File: src/rtl/mdio_pkg.sv
// mdio_pkg: shared frame-field positions, opcodes, FSM states and the frame decoder
// for the Clause 22/45 MDIO slave backend.
package mdio_pkg;

   localparam logic [1:0] ST_C22 = 2'b01;
   localparam logic [1:0] ST_C45 = 2'b00;

   localparam logic [1:0] C22_OP_WR = 2'b01;
   localparam logic [1:0] C22_OP_RD = 2'b10;

   localparam logic [1:0] C45_OP_ADDR = 2'b00;
   localparam logic [1:0] C45_OP_WR   = 2'b01;
   localparam logic [1:0] C45_OP_PRI  = 2'b10;
   localparam logic [1:0] C45_OP_RD   = 2'b11;

   localparam int ST_LSB    = 30;
   localparam int OP_LSB    = 28;
   localparam int REGAD_LSB = 18;
   localparam int DATA_LSB  = 0;

   typedef enum logic [3:0] {
      IDLE    = 4'b0001,
      RD_WAIT = 4'b0010,
      RD_HOLD = 4'b0100,
      WR_WAIT = 4'b1000
   } state_e;

   typedef enum logic [2:0] {K_NONE, K_ADDR, K_WR, K_RD, K_PRI} kind_e;

   function automatic kind_e decode(input logic [31:0] w);
      logic [1:0] st;
      logic [1:0] op;
      st = w[ST_LSB +: 2];
      op = w[OP_LSB +: 2];
      if (st == ST_C22)
         return (op == C22_OP_WR) ? K_WR : (op == C22_OP_RD) ? K_RD : K_NONE;
      if (st == ST_C45)
         return (op == C45_OP_ADDR) ? K_ADDR : (op == C45_OP_WR) ? K_WR :
                (op == C45_OP_RD) ? K_RD : (op == C45_OP_PRI) ? K_PRI : K_NONE;
      return K_NONE;
   endfunction

endpackage

File: src/rtl/mdio_slave_22_45_backend_if.sv
// mdio_slave_22_45_backend_if: frontend request/response and register-bus signals.
// slave = the backend's view; master = the frontend plus register-bus side.
interface mdio_slave_22_45_backend_if;
   logic        legal;
   logic [31:0] req_data;
   logic        req_phyaddr_done;
   logic        req_regaddr_done;
   logic        req_frame_done;
   logic [15:0] resp_rdata;
   logic        resp_ready;
   logic        reg_rd;
   logic        reg_wr;
   logic        reg_c45;
   logic [4:0]  reg_devad;
   logic [15:0] reg_addr;
   logic [15:0] reg_wdata;
   logic [15:0] reg_rdata;
   logic        reg_rdy;
   logic        err_timeout;

   modport slave (
      input  legal, req_data, req_phyaddr_done, req_regaddr_done, req_frame_done,
             reg_rdata, reg_rdy,
      output resp_rdata, resp_ready, reg_rd, reg_wr, reg_c45, reg_devad, reg_addr,
             reg_wdata, err_timeout
   );

   modport master (
      output legal, req_data, req_phyaddr_done, req_regaddr_done, req_frame_done,
             reg_rdata, reg_rdy,
      input  resp_rdata, resp_ready, reg_rd, reg_wr, reg_c45, reg_devad, reg_addr,
             reg_wdata, err_timeout
   );
endinterface

File: src/rtl/mdio_slave_22_45_backend.sv
// mdio_slave_22_45_backend: decodes C22/C45 frames from the MDIO frontend, drives the
// req/rdy register bus, returns read data and keeps the C45 address register.
module mdio_slave_22_45_backend
   import mdio_pkg::*;
#(
   parameter int RD_TIMEOUT = 12,
   parameter int WR_TIMEOUT = 32
) (
   input logic                         clk_25m,
   input logic                         rst_n,
   mdio_slave_22_45_backend_if.slave   bus
);

   localparam int CNT_W = 8;

   state_e             state_q, state_d;
   logic [CNT_W-1:0]   cnt_q, cnt_d;
   logic [15:0]        addr45_q, addr45_d;
   logic               pri_q, pri_d;
   logic [15:0]        resp_rdata_q, resp_rdata_d;
   logic               resp_ready_q, resp_ready_d;
   logic               reg_rd_q, reg_rd_d;
   logic               reg_wr_q, reg_wr_d;
   logic               c45_q, c45_d;
   logic [4:0]         devad_q, devad_d;
   logic [15:0]        addr_q, addr_d;
   logic [15:0]        wdata_q, wdata_d;
   logic               err_q, err_d;

   kind_e       kind;
   logic        is_c45, fd, ra, idle, rd_to, wr_to;
   logic        launch_rd, launch_wr, set_addr, hold_done, abort, rd_done, wr_done;
   logic [4:0]  field5;
   logic        unused_ok;

   assign unused_ok = ^{bus.req_phyaddr_done, bus.req_data[27:23], bus.req_data[17:16]};

   // frame_done wins a coincidence with regaddr_done; the latter is then dropped
   assign kind      = decode(bus.req_data);
   assign is_c45    = bus.req_data[ST_LSB +: 2] == ST_C45;
   assign field5    = bus.req_data[REGAD_LSB +: 5];
   assign fd        = bus.legal & bus.req_frame_done;
   assign ra        = bus.legal & bus.req_regaddr_done & ~fd;
   assign idle      = state_q == IDLE;
   assign rd_to     = cnt_q >= CNT_W'(RD_TIMEOUT - 1);
   assign wr_to     = cnt_q >= CNT_W'(WR_TIMEOUT - 1);
   assign launch_rd = idle & ra & (kind == K_RD || kind == K_PRI);
   assign launch_wr = idle & fd & (kind == K_WR);
   assign set_addr  = idle & fd & (kind == K_ADDR);
   assign hold_done = (state_q == RD_HOLD) & fd;
   assign abort     = ~idle & (ra | fd) & ~hold_done;
   assign rd_done   = (state_q == RD_WAIT) & ~abort & (bus.reg_rdy | rd_to);
   assign wr_done   = (state_q == WR_WAIT) & ~abort & (bus.reg_rdy | wr_to);

   always_ff @(posedge clk_25m or negedge rst_n) begin
      if (!rst_n) state_q <= IDLE;
      else        state_q <= state_d;
   end

   always_comb begin
      state_d = abort     ? IDLE    :
                launch_rd ? RD_WAIT :
                launch_wr ? WR_WAIT :
                rd_done   ? RD_HOLD :
                wr_done   ? IDLE    :
                hold_done ? IDLE    : state_q;
   end

   always_comb begin
      cnt_d        = (state_d == state_q && (state_q == RD_WAIT || state_q == WR_WAIT)) ?
                     cnt_q + 1'b1 : '0;
      c45_d        = (launch_rd | launch_wr) ? is_c45 : c45_q;
      devad_d      = (launch_rd | launch_wr) ? (is_c45 ? field5 : 5'd0) : devad_q;
      addr_d       = (launch_rd | launch_wr) ? (is_c45 ? addr45_q : {11'b0, field5}) : addr_q;
      wdata_d      = launch_wr ? bus.req_data[DATA_LSB +: 16] : wdata_q;
      pri_d        = launch_rd ? (kind == K_PRI) : pri_q;
      reg_rd_d     = state_d == RD_WAIT;
      reg_wr_d     = state_d == WR_WAIT;
      resp_rdata_d = rd_done ? (bus.reg_rdy ? bus.reg_rdata : 16'hFFFF) : resp_rdata_q;
      resp_ready_d = rd_done ? 1'b1 : (launch_rd | hold_done | abort) ? 1'b0 : resp_ready_q;
      err_d        = err_q | abort | ((rd_done | wr_done) & ~bus.reg_rdy);
      addr45_d     = set_addr ? bus.req_data[DATA_LSB +: 16] :
                     (hold_done & pri_q) ? addr45_q + 16'd1 : addr45_q;
   end

   always_ff @(posedge clk_25m or negedge rst_n) begin
      if (!rst_n) begin
         cnt_q        <= '0;
         addr45_q     <= '0;
         pri_q        <= 1'b0;
         resp_rdata_q <= '0;
         resp_ready_q <= 1'b0;
         reg_rd_q     <= 1'b0;
         reg_wr_q     <= 1'b0;
         c45_q        <= 1'b0;
         devad_q      <= '0;
         addr_q       <= '0;
         wdata_q      <= '0;
         err_q        <= 1'b0;
      end else begin
         cnt_q        <= cnt_d;
         addr45_q     <= addr45_d;
         pri_q        <= pri_d;
         resp_rdata_q <= resp_rdata_d;
         resp_ready_q <= resp_ready_d;
         reg_rd_q     <= reg_rd_d;
         reg_wr_q     <= reg_wr_d;
         c45_q        <= c45_d;
         devad_q      <= devad_d;
         addr_q       <= addr_d;
         wdata_q      <= wdata_d;
         err_q        <= err_d;
      end
   end

   assign bus.resp_rdata  = resp_rdata_q;
   assign bus.resp_ready  = resp_ready_q;
   assign bus.reg_rd      = reg_rd_q;
   assign bus.reg_wr      = reg_wr_q;
   assign bus.reg_c45     = c45_q;
   assign bus.reg_devad   = devad_q;
   assign bus.reg_addr    = addr_q;
   assign bus.reg_wdata   = wdata_q;
   assign bus.err_timeout = err_q;

endmodule
File: src/flat_wrapper.sv
// flat-port wrapper written by rule: the top's interface ports become plain ports
module mdio_slave_22_45_backend_flat import mdio_pkg::*;
#(
   parameter int RD_TIMEOUT = 12,
   parameter int WR_TIMEOUT = 32
)
  (clk_25m, rst_n, bus_legal, bus_req_data, bus_req_phyaddr_done, bus_req_regaddr_done, bus_req_frame_done, bus_reg_rdata, bus_reg_rdy, bus_resp_rdata, bus_resp_ready, bus_reg_rd, bus_reg_wr, bus_reg_c45, bus_reg_devad, bus_reg_addr, bus_reg_wdata, bus_err_timeout);
  mdio_slave_22_45_backend_if bus_i ();
  input logic clk_25m;
  input logic rst_n;
  input wire logic [$bits(bus_i.legal)-1:0] bus_legal;
  input wire logic [$bits(bus_i.req_data)-1:0] bus_req_data;
  input wire logic [$bits(bus_i.req_phyaddr_done)-1:0] bus_req_phyaddr_done;
  input wire logic [$bits(bus_i.req_regaddr_done)-1:0] bus_req_regaddr_done;
  input wire logic [$bits(bus_i.req_frame_done)-1:0] bus_req_frame_done;
  input wire logic [$bits(bus_i.reg_rdata)-1:0] bus_reg_rdata;
  input wire logic [$bits(bus_i.reg_rdy)-1:0] bus_reg_rdy;
  output wire logic [$bits(bus_i.resp_rdata)-1:0] bus_resp_rdata;
  output wire logic [$bits(bus_i.resp_ready)-1:0] bus_resp_ready;
  output wire logic [$bits(bus_i.reg_rd)-1:0] bus_reg_rd;
  output wire logic [$bits(bus_i.reg_wr)-1:0] bus_reg_wr;
  output wire logic [$bits(bus_i.reg_c45)-1:0] bus_reg_c45;
  output wire logic [$bits(bus_i.reg_devad)-1:0] bus_reg_devad;
  output wire logic [$bits(bus_i.reg_addr)-1:0] bus_reg_addr;
  output wire logic [$bits(bus_i.reg_wdata)-1:0] bus_reg_wdata;
  output wire logic [$bits(bus_i.err_timeout)-1:0] bus_err_timeout;
  assign bus_i.legal = bus_legal;
  assign bus_i.req_data = bus_req_data;
  assign bus_i.req_phyaddr_done = bus_req_phyaddr_done;
  assign bus_i.req_regaddr_done = bus_req_regaddr_done;
  assign bus_i.req_frame_done = bus_req_frame_done;
  assign bus_i.reg_rdata = bus_reg_rdata;
  assign bus_i.reg_rdy = bus_reg_rdy;
  assign bus_resp_rdata = bus_i.resp_rdata;
  assign bus_resp_ready = bus_i.resp_ready;
  assign bus_reg_rd = bus_i.reg_rd;
  assign bus_reg_wr = bus_i.reg_wr;
  assign bus_reg_c45 = bus_i.reg_c45;
  assign bus_reg_devad = bus_i.reg_devad;
  assign bus_reg_addr = bus_i.reg_addr;
  assign bus_reg_wdata = bus_i.reg_wdata;
  assign bus_err_timeout = bus_i.err_timeout;
  mdio_slave_22_45_backend #(.RD_TIMEOUT(RD_TIMEOUT), .WR_TIMEOUT(WR_TIMEOUT)) u_core (.clk_25m(clk_25m), .rst_n(rst_n), .bus(bus_i));
endmodule
File: config.mk
export PLATFORM = sky130hd
export DESIGN_NAME = mdio_slave_22_45_backend_flat
export DESIGN_NICKNAME = d
export VERILOG_FILES = /design/src/rtl/mdio_pkg.sv /design/src/rtl/mdio_slave_22_45_backend_if.sv /design/src/rtl/mdio_slave_22_45_backend.sv /design/src/flat_wrapper.sv
export SDC_FILE = /design/constraint.sdc
export NUM_CORES = 1
export LEC_CHECK = 0
export ABC_AREA = 1
export CORE_AREA = 5 5 99 101
export CTS_CLUSTER_SIZE = 12
export DETAILED_ROUTE_END_ITERATION = 10
export DIE_AREA = 0 0 104 106
export PLACE_DENSITY = 0.88
export SYNTH_ARGS = -nofsm -noshare
export SYNTH_HDL_FRONTEND = slang
export SYNTH_SLANG_ARGS = --single-unit
File: constraint.sdc
create_clock -name clk_25m -period 2.1 [get_ports clk_25m]
set_input_delay 0.42 -clock clk_25m [delete_from_list [all_inputs] [get_ports clk_25m]]
set_output_delay 0.42 -clock clk_25m [all_outputs]
set_load 0.02 [all_outputs]
# ---- Word level (Yosys, flattened, before mapping)
# Cells that the tools add are included.
dict set report word_totals {
  regBits 87
  in_bits 55
  out_inout_bits 58
  elab_cells 97
}
dict set report op_classes {
  add_sub_neg 2
  order_cmp 2
  n_eq_ne 15
  mux 27
  bitwise 31
  n_reduce_logical 7
}
# op n
set ops {}
lappend ops {{$mux W16} 4}
lappend ops {{$mux W3} 9}
lappend ops {{$mux W4} 6}
lappend ops {{$and A1 B1 Y1} 17}
lappend ops {{$add A16 B1 Y16 const B} 1}
lappend ops {{$or A1 B1 Y1} 9}
lappend ops {{$add A8 B1 Y8 const B} 1}
lappend ops {{$eq A4 B2 Y1 const B} 2}
lappend ops {{$eq A4 B4 Y1 const B} 2}
lappend ops {{$ge A8 B4 Y1 const B} 1}
lappend ops {{$ge A8 B5 Y1 const B} 1}
lappend ops {{$mux W8} 1}
lappend ops {{$eq A3 B2 Y1 const B} 2}
lappend ops {{$mux W1} 5}
lappend ops {{$mux W5} 1}
lappend ops {{$not A1 Y1} 5}
lappend ops {{$eq A2 B1 Y1 const B} 2}
lappend ops {{$eq A2 B2 Y1 const B} 2}
lappend ops {{$eq A4 B1 Y1 const B} 1}
lappend ops {{$eq A4 B3 Y1 const B} 1}
lappend ops {{$eq A4 B4 Y1} 1}
lappend ops {{$logic_not A2 Y1} 2}
lappend ops {{$reduce_bool A2 Y1} 2}
lappend ops {{$eq A3 B1 Y1 const B} 1}
lappend ops {{other kinds (4)} 5}

# ---- Logic depth before layout (Yosys ltp)
dict set report depth {
  ltp_word 17
  mapped_depth 15
}

# ---- Worst setup path after synthesis
# OpenSTA, ideal clock, no wires.
dict set report synth_timing {
  path_kind {input-to-reg}
  start {input port bus_req_data[28]}
  end {register u_core.addr_q[10], in the netlist u_core.bus.reg_addr[10]}
  t_arrival_ns 1.722
  required_ns 2.026
  slack_ns 0.304
  stages 12
  cell_sequence {inv_1 ha_1 inv_1 nand2_1 nand2_2 inv_2 nand4_1 inv_2 a31oi_4 buf_6 nand2_1 o21ai_2}
}
dict set report synth_between {
  elab_chain_len 12
  word_cells_on_any_way 21
  cone_classes {6 x eq/ne; 10 x mux; 3 x bitwise; 2 x reduce/logical}
}
# element line
set synth_lines {}
lappend synth_lines {{start: declaration} flat_wrapper.sv:12} ;# input wire logic [$bits(bus_i.req_data)-1:0] bus_req_data;
lappend synth_lines {{$eq A2 B2 Y1} {mdio_pkg.sv:36, mdio_pkg.sv:39}}
lappend synth_lines {{$mux W3 (2 in a row)} mdio_pkg.sv:39} ;# (op == C45_OP_RD) ? K_RD : (op == C45_OP_PRI) ? K_PRI : K_NONE;
lappend synth_lines {{$mux W3 (2 in a row)} mdio_pkg.sv:38} ;# return (op == C45_OP_ADDR) ? K_ADDR : (op == C45_OP_WR) ? K_WR :
lappend synth_lines {{$mux W3} mdio_pkg.sv:37} ;# if (st == ST_C45)
lappend synth_lines {{$mux W3} mdio_pkg.sv:40} ;# return K_NONE;
lappend synth_lines {{$mux W3 (*)} mdio_pkg.sv:37}
lappend synth_lines {{$eq A3 B2 Y1 or $eq A3 B3 Y1 (tied branches)} mdio_slave_22_45_backend.sv:47} ;# assign launch_rd = idle & ra & (kind == K_RD || kind == K_PRI);
lappend synth_lines {{$logic_or A1 B1 Y1} mdio_slave_22_45_backend.sv:47}
lappend synth_lines {{$and A1 B1 Y1} mdio_slave_22_45_backend.sv:47}
lappend synth_lines {{$or A1 B1 Y1 (*)} mdio_slave_22_45_backend.sv:74} ;# addr_d = (launch_rd | launch_wr) ? (is_c45 ? addr45_q : {11'b0, field5}) : addr_q;
lappend synth_lines {{end signal: assignment} mdio_slave_22_45_backend.sv:110} ;# addr_q <= addr_d;
lappend synth_lines {{end: declaration} mdio_slave_22_45_backend.sv:26} ;# logic [15:0] addr_q, addr_d;
# Mark *: on every way between the ends. The rest lies on a longest branch, timed or not. The select of a mux whose other input is x is not followed.
# A chain may end at the register's enable or synchronous reset.

# ---- Worst setup path after layout
dict set report layout_timing {
  start {input port bus_req_data[29]}
  end {register u_core.addr45_q[3]}
}
dict set report layout_between {
  elab_chain_len 11
  word_cells_on_any_way 18
  cone_classes {4 x eq/ne; 11 x mux; 1 x bitwise; 2 x reduce/logical}
}
# element line
set layout_lines {}
lappend layout_lines {{$eq A2 B2 Y1} {mdio_pkg.sv:36, mdio_pkg.sv:39}}
lappend layout_lines {{$mux W3 (2 in a row)} mdio_pkg.sv:39}
lappend layout_lines {{$mux W3 (2 in a row)} mdio_pkg.sv:38}
lappend layout_lines {{$mux W3} mdio_pkg.sv:37}
lappend layout_lines {{$mux W3} mdio_pkg.sv:40}
lappend layout_lines {{$mux W3 (*)} mdio_pkg.sv:37}
lappend layout_lines {{$eq A3 B1 Y1 (*)} mdio_slave_22_45_backend.sv:49} ;# assign set_addr = idle & fd & (kind == K_ADDR);
lappend layout_lines {{$and A1 B1 Y1 (*)} mdio_slave_22_45_backend.sv:49}
lappend layout_lines {{$mux W16 or $reduce_bool A2 Y1 (tied branches)} --}
lappend layout_lines {{end signal: assignment} mdio_slave_22_45_backend.sv:102} ;# addr45_q <= addr45_d;
lappend layout_lines {{end: declaration} mdio_slave_22_45_backend.sv:18} ;# logic [15:0] addr45_q, addr45_d;
# Marks and branches as above.

==> reports/metrics.cfg <==
[global_route]
antenna_found_initial=0
grt_max_degree=45
globalRouteOverflowTotal=0
grt_pass1_wl_um=17740
grt_usage_pct=19.53
grt_pass1_vias=3801

[finish]
fin_util_pct=64.86
area_growth_pct=41.49
nNetsFinal=680
n_antenna_cell=0
drive_above_1_share_pct=15.25
fin_area_um2=5794
n_fill_cell=715
fin_cells=734

[yosys]
synth-main-ff-cell=dfrtp_1
seq_area_frac_synth_pct=53.19
ys_warn_count=0
synth_edf_count=0
synth_top_family_by_area=simple AND/OR/NAND/NOR gates
synthDistinctLibCells=34
yosys.area_share.xor_xnor_pct=2.566
synth_area_um2=4095
async_flop_share_pct=100.0
synth_fa_ha_area_share_pct=2.139
synth-simple-area-share_pct=24.72
ys_seq_elements=87
synthMuxAreaShare_pct=0.9777
avgSynthCellArea_um2=8.585
synthesis.instances=477
synth_compound_area_share_pct=10.24

[sta]
fin_crit_sh_pct=95.13
setup_viol=0
finalHoldViolCount=0
fin_crit_ns=1.998
fmax_mhz=500.5
slew_viol_final=0
fin_skew_ns=0.01302
setup_ws_ns=0.1022

[setup_path]
cpMaxStageDelayCell=clkdlybuf4s50_1
worst_path_most_repeated_cell=buf_4
endpoint_kind=flip-flop
crit_chain=clkdlybuf4s50_1 -> buf_4 -> ha_1 -> inv_1 -> nand2_1 -> nand3_1 -> nand2_2 -> inv_2 -> buf_4 -> nand3_1 -> buf_6 -> buf_4 -> a21oi_1
critPathMaxFanout=13
cp-start-kind=input pin
critPathKind=input pin to flip-flop
critPathMaxStageDelay_ns=0.43
critPathArrivalTime_ns=2.27
crit_family=buffers and inverters
cp.required_ns=2.37
crit_buf_inv=7
reg2reg_slack_ns=0.23

[power]
peakVddDrop_mv=0.6059
cellLeakagePower_nw=2.760
p_per_area_nw_per_um2=1210
total_power_mw=7.010

[cts]
cts_max_level=3
cts_tree=done
cts.sinks=87
clk_latency_ns=0.37
max-clock-path-buffers=2
clkSlewWorstSetupHoldPaths_ns=0.08
cts_buffers=9
cts_root_buf=clkbuf_8

[route]
vias=3742
via_per_inst=5.098
first_pass_iters=5
antenna_left=0
routed_wl_um=10940
drtIter0Drc=158
drcViolationCount=0
wl_per_cell_um=14.90

[placed_design]
post-dp-hpwl_um=8068
dp.cells=714
io_buffer_count=104
globalplace.congestion=0.9340
post-place-ws_ns=-0.3723
dpl_cell_area_um2=5493

[min_path]
hold_class=flip-flop to flip-flop

[floorplan]
core_area_um2=8934
num_rows=35
start_util_pct=45.84
die_x_um=104
die_h_um=106
io_pins=113
die_area_um2=11020

[run_status]
status=finished, final reports clean

[flow_run]
maxCapViolations=0

## sequential cells by signal, summed over array words and instances, names as in the netlist
register / flops
u_core.state_q: 4
u_core.bus.reg_devad: 5
u_core.bus.reg_wr: 1
u_core.bus.reg_wdata: 16
u_core.bus.reg_addr: 16
u_core.addr45_q: 16
u_core.bus.err_timeout: 1
u_core.cnt_q: 8
u_core.bus.reg_rd: 1
u_core.bus.resp_ready: 1
u_core.pri_q: 1
u_core.bus.reg_c45: 1
u_core.bus.resp_rdata: 16
## cell usage in the layout (no fill, tap or decap), drive strengths merged
cell | synthesis | layout
nand3b | 2 | 2
ha | 7 | 7
bufinv | 0 | 1
o21ai | 49 | 49
dfrtp | 86 | 86
mux2i | 4 | 4
nor3 | 5 | 5
clkbuf | 7 | 9
o221ai | 6 | 6
xor2 | 10 | 10
or2 | 1 | 1
o211ai | 2 | 2
nor4 | 2 | 2
nand2 | 137 | 137
a31oi | 1 | 1
nor2 | 50 | 50
clkinvlp | 0 | 2
nand4 | 5 | 5
inv | 49 | 52
dlymetal6s2s | 0 | 1
xnor2 | 2 | 2
nand3 | 35 | 35
a21oi | 9 | 9
clkinv | 1 | 2
dfstp | 1 | 1
clkdlybuf4s50 | 0 | 102
dlygate4sd3 | 0 | 1
o22ai | 1 | 1
conb | 1 | 2
buf | 4 | 36
## synthesized netlist by cell type (6+ instances only)
cell type | n | area (µm²)
nand2_1 | 133 | 499.2
dfrtp_1 | 86 | 2152
nor2_1 | 46 | 172.7
inv_1 | 45 | 168.9
o21ai_0 | 33 | 165.2
nand3_1 | 31 | 155.2
xor2_1 | 10 | 87.58
a21oi_1 | 9 | 45.04
o21ai_2 | 9 | 78.83
clkbuf_1 | 7 | 26.28
ha_1 | 7 | 87.58
o21ai_1 | 7 | 35.03
o221ai_1 | 6 | 52.55
## stage by stage
stage	setup TNS, ns	hold slack, ns
after floorplan	0	0.1244
after global placement	-10.21	0.3648
after detailed placement	-15.14	0.3720
after CTS	0	0.4803
after global routing	-0.2145	0.5017
final	0	0.4748
## cells by family (layout without fill, tap and decap cells)
kind of cell | after synthesis | in the layout
flops | 87 | 87
other cells | 1 | 2
buf+inv | 61 | 206
fa+ha+maj | 7 | 7
compound gates | 68 | 68
xor+xnor | 12 | 12
mux | 4 | 4
simple gates | 237 | 237
## cell type report
class | count | area (µm²) | area share, %
Sequential cell | 87 | 2178 | 37.59
Clock inverter | 7 | 78.83 | 1.360
Timing Repair Buffer | 140 | 1355 | 23.39
Inverter | 50 | 187.7 | 3.239
Tap cell | 111 | 138.9 | 2.397
Clock buffer | 9 | 123.9 | 2.138
Multi-Input combinational cell | 330 | 1732 | 29.89
## report_power, final
part	switching, mW	internal (mW)
clock	0.643	0.564
sequential	0.499	2.30
combinational	1.63	1.37
## layer usage
layer | GRT usage (%) | part of all wire [%]
met1 | 22.78 | 40
met2 | 33.47 | 50
met3 | 6.254 | 7.9
met4 | 7.586 | 1.9
met5 | 0 | 0
## final timing paths
check	start	to	cells after the start
max	bus_req_data[29]	u_core.addr45_q[3]	13
max in group asynchronous	rst_n	u_core.cnt_q[1]	3
min reg2reg	u_core.cnt_q[0]	u_core.cnt_q[0]	1
max reg2reg	u_core.addr45_q[0]	u_core.addr45_q[12]	8
min	u_core.cnt_q[0]	u_core.cnt_q[0]	1
min in group asynchronous	rst_n	u_core.bus.resp_rdata[9]	2
## what timing repair did
item,in CTS,in global routing
hold buffers,1,0
endpoints found under the setup margin,0,31
setup buffers,0,3
hold endpoints to repair,26,0
resized for setup,0,21
(Power assumes the default switching activity.)
